==> src/rtl/div_unit.sv <==
// div_unit: multi-cycle radix-2 restoring integer divider for the execute stage.
// Handles div/divu, one quotient bit per clock, with divide-by-zero and
// pipeline-flush (annul) support. result_o = {remainder, quotient}.
module div_unit #(
  parameter int DIV_WIDTH = 32,
  parameter int CNT_WIDTH = 6
) (
  input  logic                   clk,
  input  logic                   rst,
  input  logic                   signed_div_i,
  input  logic [DIV_WIDTH-1:0]   opdata1_i,
  input  logic [DIV_WIDTH-1:0]   opdata2_i,
  input  logic                   start_i,
  input  logic                   annul_i,
  output logic [2*DIV_WIDTH-1:0] result_o,
  output logic                   ready_o,
  output logic                   busy_o
);

  typedef enum logic [1:0] {
    DIV_FREE   = 2'b00,
    DIV_BYZERO = 2'b01,
    DIV_ON     = 2'b10,
    DIV_END    = 2'b11
  } state_t;

  localparam logic [CNT_WIDTH-1:0] LP_LAST = CNT_WIDTH'(DIV_WIDTH);

  state_t                 r_state;
  logic [CNT_WIDTH-1:0]   r_cnt;
  logic [DIV_WIDTH-1:0]   r_rem;        // partial remainder
  logic [DIV_WIDTH-1:0]   r_quo;        // dividend bits shifting out, quotient bits shifting in
  logic [DIV_WIDTH-1:0]   r_divisor;    // divisor magnitude
  logic                   r_neg_dividend;
  logic                   r_neg_quot;
  logic [2*DIV_WIDTH-1:0] r_res;        // sign-corrected result waiting in DIV_END

  // Operand magnitudes and signs, only meaningful for signed requests.
  logic                 w_op1_neg;
  logic                 w_op2_neg;
  logic [DIV_WIDTH-1:0] w_op1_mag;
  logic [DIV_WIDTH-1:0] w_op2_mag;

  assign w_op1_neg = signed_div_i & opdata1_i[DIV_WIDTH-1];
  assign w_op2_neg = signed_div_i & opdata2_i[DIV_WIDTH-1];
  assign w_op1_mag = w_op1_neg ? -opdata1_i : opdata1_i;
  assign w_op2_mag = w_op2_neg ? -opdata2_i : opdata2_i;

  // One restoring step: shift the next dividend bit into the remainder and
  // trial-subtract; the extra top bit of the difference is the borrow.
  logic [DIV_WIDTH:0]   w_shifted;
  logic [DIV_WIDTH:0]   w_diff;
  logic                 w_fits;
  logic [DIV_WIDTH-1:0] w_rem_next;
  logic [DIV_WIDTH-1:0] w_quo_next;

  assign w_shifted  = {r_rem, r_quo[DIV_WIDTH-1]};
  assign w_diff     = w_shifted - {1'b0, r_divisor};
  assign w_fits     = ~w_diff[DIV_WIDTH];
  assign w_rem_next = w_fits ? w_diff[DIV_WIDTH-1:0] : w_shifted[DIV_WIDTH-1:0];
  assign w_quo_next = {r_quo[DIV_WIDTH-2:0], w_fits};

  // Sign correction: quotient follows the XOR of operand signs, remainder
  // follows the dividend (truncation toward zero). -2^(W-1) / -1 wraps
  // naturally to 2^(W-1) in the quotient, with no trap.
  logic [DIV_WIDTH-1:0] w_quo_fix;
  logic [DIV_WIDTH-1:0] w_rem_fix;

  assign w_quo_fix = r_neg_quot     ? -r_quo : r_quo;
  assign w_rem_fix = r_neg_dividend ? -r_rem : r_rem;

  // busy_o is decoded straight from the state register.
  assign busy_o = (r_state == DIV_BYZERO) || (r_state == DIV_ON);

  // Divider FSM: operand capture, iteration, result staging and handshake.
  // NOTE: all state and registered outputs use non-blocking assignments so
  // every register samples the pre-edge values of its neighbours.
  always_ff @(posedge clk or negedge rst) begin
    if (!rst) begin
      r_state        <= DIV_FREE;
      r_cnt          <= '0;
      r_rem          <= '0;
      r_quo          <= '0;
      r_divisor      <= '0;
      r_neg_dividend <= 1'b0;
      r_neg_quot     <= 1'b0;
      r_res          <= '0;
      result_o       <= '0;
      ready_o        <= 1'b0;
    end else begin
      case (r_state)
        DIV_FREE: begin
          if (start_i && !annul_i) begin
            if (opdata2_i == '0) begin
              r_state <= DIV_BYZERO;
            end else begin
              r_state        <= DIV_ON;
              r_cnt          <= '0;
              r_rem          <= '0;
              r_quo          <= w_op1_mag;
              r_divisor      <= w_op2_mag;
              r_neg_dividend <= w_op1_neg;
              r_neg_quot     <= w_op1_neg ^ w_op2_neg;
            end
          end
        end
        DIV_BYZERO: begin
          r_state <= DIV_END;
          r_res   <= '0;
        end
        DIV_ON: begin
          if (annul_i) begin
            r_state <= DIV_FREE;
            r_cnt   <= '0;
          end else if (r_cnt != LP_LAST) begin
            r_rem <= w_rem_next;
            r_quo <= w_quo_next;
            r_cnt <= r_cnt + 1'b1;
          end else begin
            r_state <= DIV_END;
            r_cnt   <= '0;
            r_res   <= {w_rem_fix, w_quo_fix};
          end
        end
        DIV_END: begin
          if (start_i && !annul_i) begin
            result_o <= r_res;
            ready_o  <= 1'b1;
          end else begin
            r_state  <= DIV_FREE;
            result_o <= '0;
            ready_o  <= 1'b0;
          end
        end
        default: r_state <= DIV_FREE;
      endcase
    end
  end

endmodule

==> config.mk <==
export PLATFORM = sky130hd
export DESIGN_NAME = div_unit
export DESIGN_NICKNAME = d
export VERILOG_FILES = /design/src/rtl/div_unit.sv
export SDC_FILE = /design/constraint.sdc
export NUM_CORES = 1
export LEC_CHECK = 0
export BUFFER_PORTS_ARGS = -buffer_cell sky130_fd_sc_hd__buf_2
export CAP_MARGIN = 15
export CORE_ASPECT_RATIO = 0.75
export CORE_MARGIN = 8
export CORE_UTILIZATION = 54
export DETAILED_ROUTE_END_ITERATION = 16
export GPL_ROUTABILITY_DRIVEN = 1
export PLACE_DENSITY = 0.74
export SYNTH_ARGS = -nofsm -noshare
export SYNTH_HDL_FRONTEND = slang
export SYNTH_SLANG_ARGS = --single-unit
==> constraint.sdc <==
create_clock -name clk -period 3.5 [get_ports clk]
set_clock_uncertainty 0.1 [all_clocks]
set_input_delay 0.175 -clock clk [delete_from_list [all_inputs] [get_ports clk]]
set_output_delay 0.175 -clock clk [all_outputs]
set_load 0.005 [all_outputs]
; Yosys cells after proc, flatten, opt, wreduce, memory -nomap -nowiden
; Cells that the tools add are included.
[op_classes]
n_addsub = 6
mul = 0
div_mod_pow = 0
n_lt_le_gt_ge = 0
eq_ne = 11
shift = 0
n_mux = 31
bitwise_logic = 5
reduce_logical = 12
[op_table]
columns = operator, n
row1 = 32-bit two-way mux, 13
row2 = 64-bit two-way mux, 3
row3 = 32-bit negation, 4
row4 = 32-bit case mux with 2 select lines, 2
row5 = 64-bit case mux with 2 select lines, 1
row6 = 33-bit by 32-bit subtractor with 33-bit output, 1
row7 = 32-bit zero test, 1
row8 = 6-bit two-way mux, 4
row9 = 6-bit case mux with 2 select lines, 1
row10 = 3-bit AND reduction, 4
row11 = 2-bit two-way mux, 5
row12 = "2-bit != test, second input constant", 5
row13 = 2-bit case mux with 4 select lines, 1
row14 = "6-bit by 1-bit adder with 6-bit output, second input constant", 1
row15 = "6-bit != test, second input constant", 1
row16 = 5-bit AND reduction, 1
row17 = "2-bit equality test, second input constant", 2
row18 = 2-bit nonzero test, 2
row19 = "3-bit != test, second input constant", 1
row20 = 1-bit bitwise AND, 2
row21 = "2-bit by 1-bit equality test with 1-bit output, second input constant", 1
row22 = 2-bit zero test, 1
row23 = "2-bit by 1-bit != test with 1-bit output, second input constant", 1
row24 = 1-bit NOT, 2
row25 = other kinds (5), 5
[word_totals]
regBits = 235
latchBits = 0
ram_bits = 0
mem_bits_ro = 0
inputBits = 69
output_inout_bits = 66
word_cells = 75
memories = 0

; Depth between registers and ports, before layout
[logic_depth]
word_depth = 5
mapped_depth = 13
mapped_depth_nobuf = 12

; Worst setup path after synthesis
; OpenSTA, ideal clock, no wires.
[synth_path]
path_type = register to register
startpoint = register r_rem[5]
endpoint = register r_res[61]
setup_ps = 130
t_arrival_ps = 2843
required_ps = 3270
path_slack_ps = 427
stages_incl_launch_ff = 10
n_path_buf = 0
period_less_slack_ps = 3073
path_cell_list = dfrtp_1 -> or3_4 -> or3_4 -> or2_4 -> or3_4 -> or4_4 -> or2_4 -> o41ai_2 -> xor2_1 -> o21ai_1
[synth_between]
elab_chain_len = 5
[synth_rtl]
columns = item, line
row1 = from (decl), 31  ; logic [DIV_WIDTH-1:0] r_rem;
row2 = from (signal assigned), 116  ; r_rem <= w_rem_next;
row3 = 32-bit negation, 70  ; assign w_rem_fix = r_neg_dividend ? -r_rem : r_rem;
row4 = 32-bit two-way mux, 70
row5 = 64-bit two-way mux, 115  ; end else if (r_cnt != LP_LAST) begin
row6 = 64-bit two-way mux, 112  ; if (annul_i) begin
row7 = 64-bit case mux with 2 select lines, 91  ; case (r_state)
row8 = to (signal assigned), 122  ; r_res <= {w_rem_fix, w_quo_fix};
row9 = to (decl), 36  ; logic [2*DIV_WIDTH-1:0] r_res;
; Every way passes these cells. The select of a mux whose other input is x is not followed.
; A chain may end at the register's enable or synchronous reset.

; Worst setup path after layout
[layout_path]
startpoint = input port opdata2_i[0]
endpoint = register r_neg_quot
[layout_between]
elab_chain_len = 3
[layout_rtl]
columns = item, line
row1 = from (decl), 12  ; input logic [DIV_WIDTH-1:0] opdata2_i,
row2 = 32-bit zero test, 94  ; if (opdata2_i == '0) begin
row3 = 1-bit NOT (no source line), n/a
row4 = 3-bit AND reduction (no source line), n/a
row5 = to (signal assigned), 103  ; r_neg_quot <= w_op1_neg ^ w_op2_neg;
row6 = to (decl), 35  ; logic r_neg_quot;
; Every way passes these cells.

==> flow_summary.json <==
{
  "crit_chain": "dlygate4sd3_1 > buf_2 > inv_1 > ha_1 > or3b_2 > nor4b_2 > nand4_1 > and3_2 > buf_6 > nand3_1 > dlygate4sd3_1 > o21ai_0",
  "syn_area_sq_um": 13400,
  "rsz0062_at_grt": "no",
  "worst_pin_slew_ps": 914,
  "synth_area_leaders": "dfrtp_1 44%, o21ai_0 7.0%, xor2_1 6.2%, nand2_1 5.9%, a22o_1 4.2%",
  "syn_inst": 1493,
  "die_x_um": 198,
  "p_comb_share_pct": 38.1,
  "yosys_most_used_dff": "dfrtp_1",
  "cp-start-kind": "input pin",
  "hp-class": "in2reg",
  "routedWlPerCell_um": 17.7,
  "io_pins": 135,
  "cts_buffers": 24,
  "clock_latency_ps": 530,
  "ant_nets": 0,
  "fillers": 2017,
  "maxSlewHeadroom_pct": 39.0,
  "die_h_um": 153,
  "place_congestion": 0.927,
  "p_int_mw": 5.87,
  "post-cts-setup-buffers": 0,
  "cpMostUsedCell": "dlygate4sd3_1",
  "first_pass_iters": 5,
  "rows": 50,
  "post-route-period-util_pct": 96.8,
  "syn_nets": 1605,
  "yosys.area.top_type_share_pct": 43.8,
  "p_per_area_nw_per_um2": 604,
  "overflow": 0,
  "drc_errors": 0,
  "fin_setup_tns_ps": 0,
  "drv_cap": 0,
  "ys_seq_area_share_pct": 43.8,
  "grt_first_pass_wirelength_um": 58900,
  "swShare_pct": 38.9,
  "layout.nets": 1788,
  "grt_pass1_vias": 10869,
  "drtIter0Drc": 1103,
  "placement.io_buffers": 134,
  "cts.sink_count": 235,
  "register_area_sq_um": 5880,
  "start_util_pct": 54.3,
  "peakVddDrop_mv": 0.374,
  "cp_slowest_cell": "dlygate4sd3_1",
  "clk_pin_slew_worst_paths_ps": 60,
  "critical_path_arrival_ps": 3680,
  "critical_path.max_fanout": 66,
  "hold_viol": 0,
  "seqPwrFrac_pct": 37.0,
  "setup_viol": 0,
  "p_switching_mw": 3.74,
  "end_kind": "flop",
  "period_needed_ps": 3390,
  "pwr-share-clk_pct": 24.9,
  "htreeDepth": 1,
  "tritoncts": "built",
  "hold_ws_ps": 15.9,
  "syn_to_final_growth_pct": 18.5,
  "async_reset_ff_share_pct": 100,
  "clock_path_buffers": 3,
  "hpwl_um": 26600,
  "worstPathRequired_ps": 3790,
  "vias": 11663,
  "core-area_sq_um": 24700,
  "synth-edff-count": 0,
  "slew_viol_final": 0,
  "status": "completed",
  "synth_warnings": 0,
  "path_class": "in2reg",
  "layout-drive-gt1-share_pct": 15.4,
  "wl_um": 36000,
  "ys_types": 65,
  "leakagePower_nw": 7.47,
  "max_freq_ghz": 0.295,
  "ctsRootBufferMaster": "clkbuf_16",
  "vias_per_cell": 5.75,
  "track_usage_pct": 23.6,
  "ys_ff_latch": 235,
  "cp_slowest_stage_delay_ps": 570,
  "syn_area_per_cell_sq_um": 9.00,
  "grt_max_degree": 113,
  "die-area_sq_um": 30200,
  "antenna_found_initial": 2,
  "multiInputGateArea_sq_um": 7050,
  "synth_largest_area_cell": "dfrtp_1"
}
## flip-flops by register name, summed over array words and instances (netlist names)
register        cells
r_divisor          32
r_quo              32
result_o           64
r_neg_quot          1
r_rem              32
r_cnt               6
r_neg_dividend      1
r_state             2
r_res              64
ready_o             1
## layout by cell type (no fill, tap or decap), drive strengths merged, types with 9 or more instances in the layout
cell           n
nor2          89
mux2i         23
dlygate4sd3   46
a31oi         10
nor4          17
inv           56
xor2          95
nor3          17
ha            42
nand3         15
buf          192
a22o          64
nand2        210
dfrtp        235
clkbuf        35
o21ai        193
nand2b        17
o31ai         32
or3           29
a21oi        101
o41ai          9
or4           12
xnor2         47
a21o          15
## layout make-up
type | instances | share of cell area [%]
inverter | 56 | 1.32
antenna | 2 | 0.0315
clock inverter | 5 | 0.244
clock buffer | 35 | 4.29
tap | 338 | 2.66
timing repair buffer | 238 | 10.2
multi-input combinational | 1121 | 44.3
sequential | 235 | 37.0
## cells in the mapped netlist, types with 5 or more instances
| cell type | instances |
|---|---|
| a21o_1 | 15 |
| a21oi_1 | 100 |
| a22o_1 | 64 |
| a22oi_1 | 7 |
| a31oi_1 | 10 |
| buf_1 | 5 |
| clkbuf_1 | 75 |
| dfrtp_1 | 235 |
| ha_1 | 42 |
| inv_1 | 55 |
| mux2i_1 | 23 |
| nand2_1 | 210 |
| nand2b_1 | 17 |
| nand3_1 | 15 |
| nand4_1 | 8 |
| nor2_1 | 89 |
| nor2b_1 | 6 |
| nor3_1 | 17 |
| nor4_1 | 16 |
| o211ai_1 | 5 |
| o21a_1 | 7 |
| o21ai_0 | 187 |
| o21ai_1 | 6 |
| o221ai_1 | 7 |
| o31ai_1 | 30 |
| o41ai_1 | 7 |
| or2_2 | 5 |
| or3_1 | 25 |
| or4_1 | 9 |
| xnor2_1 | 47 |
| xor2_1 | 95 |
## power by group through the flow
stage               clock network (mW)  logic (mW)  registers, mW
global route                      2.54        4.09           3.62
CTS                               2.44        3.62           3.54
detailed placement                   0        3.57           3.59
floorplan                            0        2.62           3.42
finish                            2.39        3.66           3.56
global placement                     0        3.52           3.57
## per-layer routing
| layer | track usage (%) | up-vias | part of all wire, % |
|---|---|---|---|
| met4 | 4.68 | 0 | 1.6 |
| met2 | 30.7 | 428 | 39 |
| met1 | 39.0 | 5514 | 51 |
| met3 | 4.35 | 48 | 8.6 |
| met5 | 0 | - | 0 |
| li1 | - | 5673 | - |
## path summary, 6_finish.rpt
kind	start	endpoint	slack (ps)	cells after the start
max in group asynchronous	rst	r_quo[15]	2110	3
worst max-delay path	opdata2_i[0]	r_neg_quot	110	12
worst min-delay path	opdata1_i[10]	r_quo[10]	20	5
min in group asynchronous	rst	r_state[1]	170	2
worst min register to register	ready_o	ready_o	370	1
worst max register to register	r_quo[4]	r_res[31]	250	9
## timing repair
action	CTS	global route
endpoints found under the hold margin	150	0
resized for setup	0	1
hold buffers	46	0
endpoints found under the setup margin	0	2
## cell families after synthesis
logic type | count (synthesis) | share of synthesized area, %
AOI/OAI and AO/OA | 472 | 22.0
and+or+nand+nor | 438 | 15.1
DFF | 235 | 43.8
xor gates and xnor gates | 142 | 9.26
buffers and inverters | 137 | 3.84
adders and majority gates | 43 | 4.06
muxes | 26 | 1.97
## metrics by stage
step | total power [mW] | utilization (%) | worst slack [ps] | instances | instance area [sq um]
6_report | 9.61 | 64.4 | 111 | 2030 | 15900
4_1_cts | 9.60 | 64.3 | 59.7 | 2028 | 15900
3_5_place_dp | 7.16 | 59.6 | 246 | 1942 | 14700
5_1_grt | 10.3 | 64.4 | 10.8 | 2030 | 15900
2_1_floorplan | 6.03 | - | 427 | 1493 | 13400
3_3_place_gp | 7.08 | 59.6 | 315 | 1942 | 14700
## worst max-delay path, delay by kind of cell
| family | cells | cell delay, ps |
|---|---|---|
| simple gates | 5 | 1640 |
| compound gates | 1 | 80 |
| fa+ha+maj | 1 | 160 |
| buf+inv | 5 | 1620 |
Note: power is estimated with default switching activity, not from simulation.
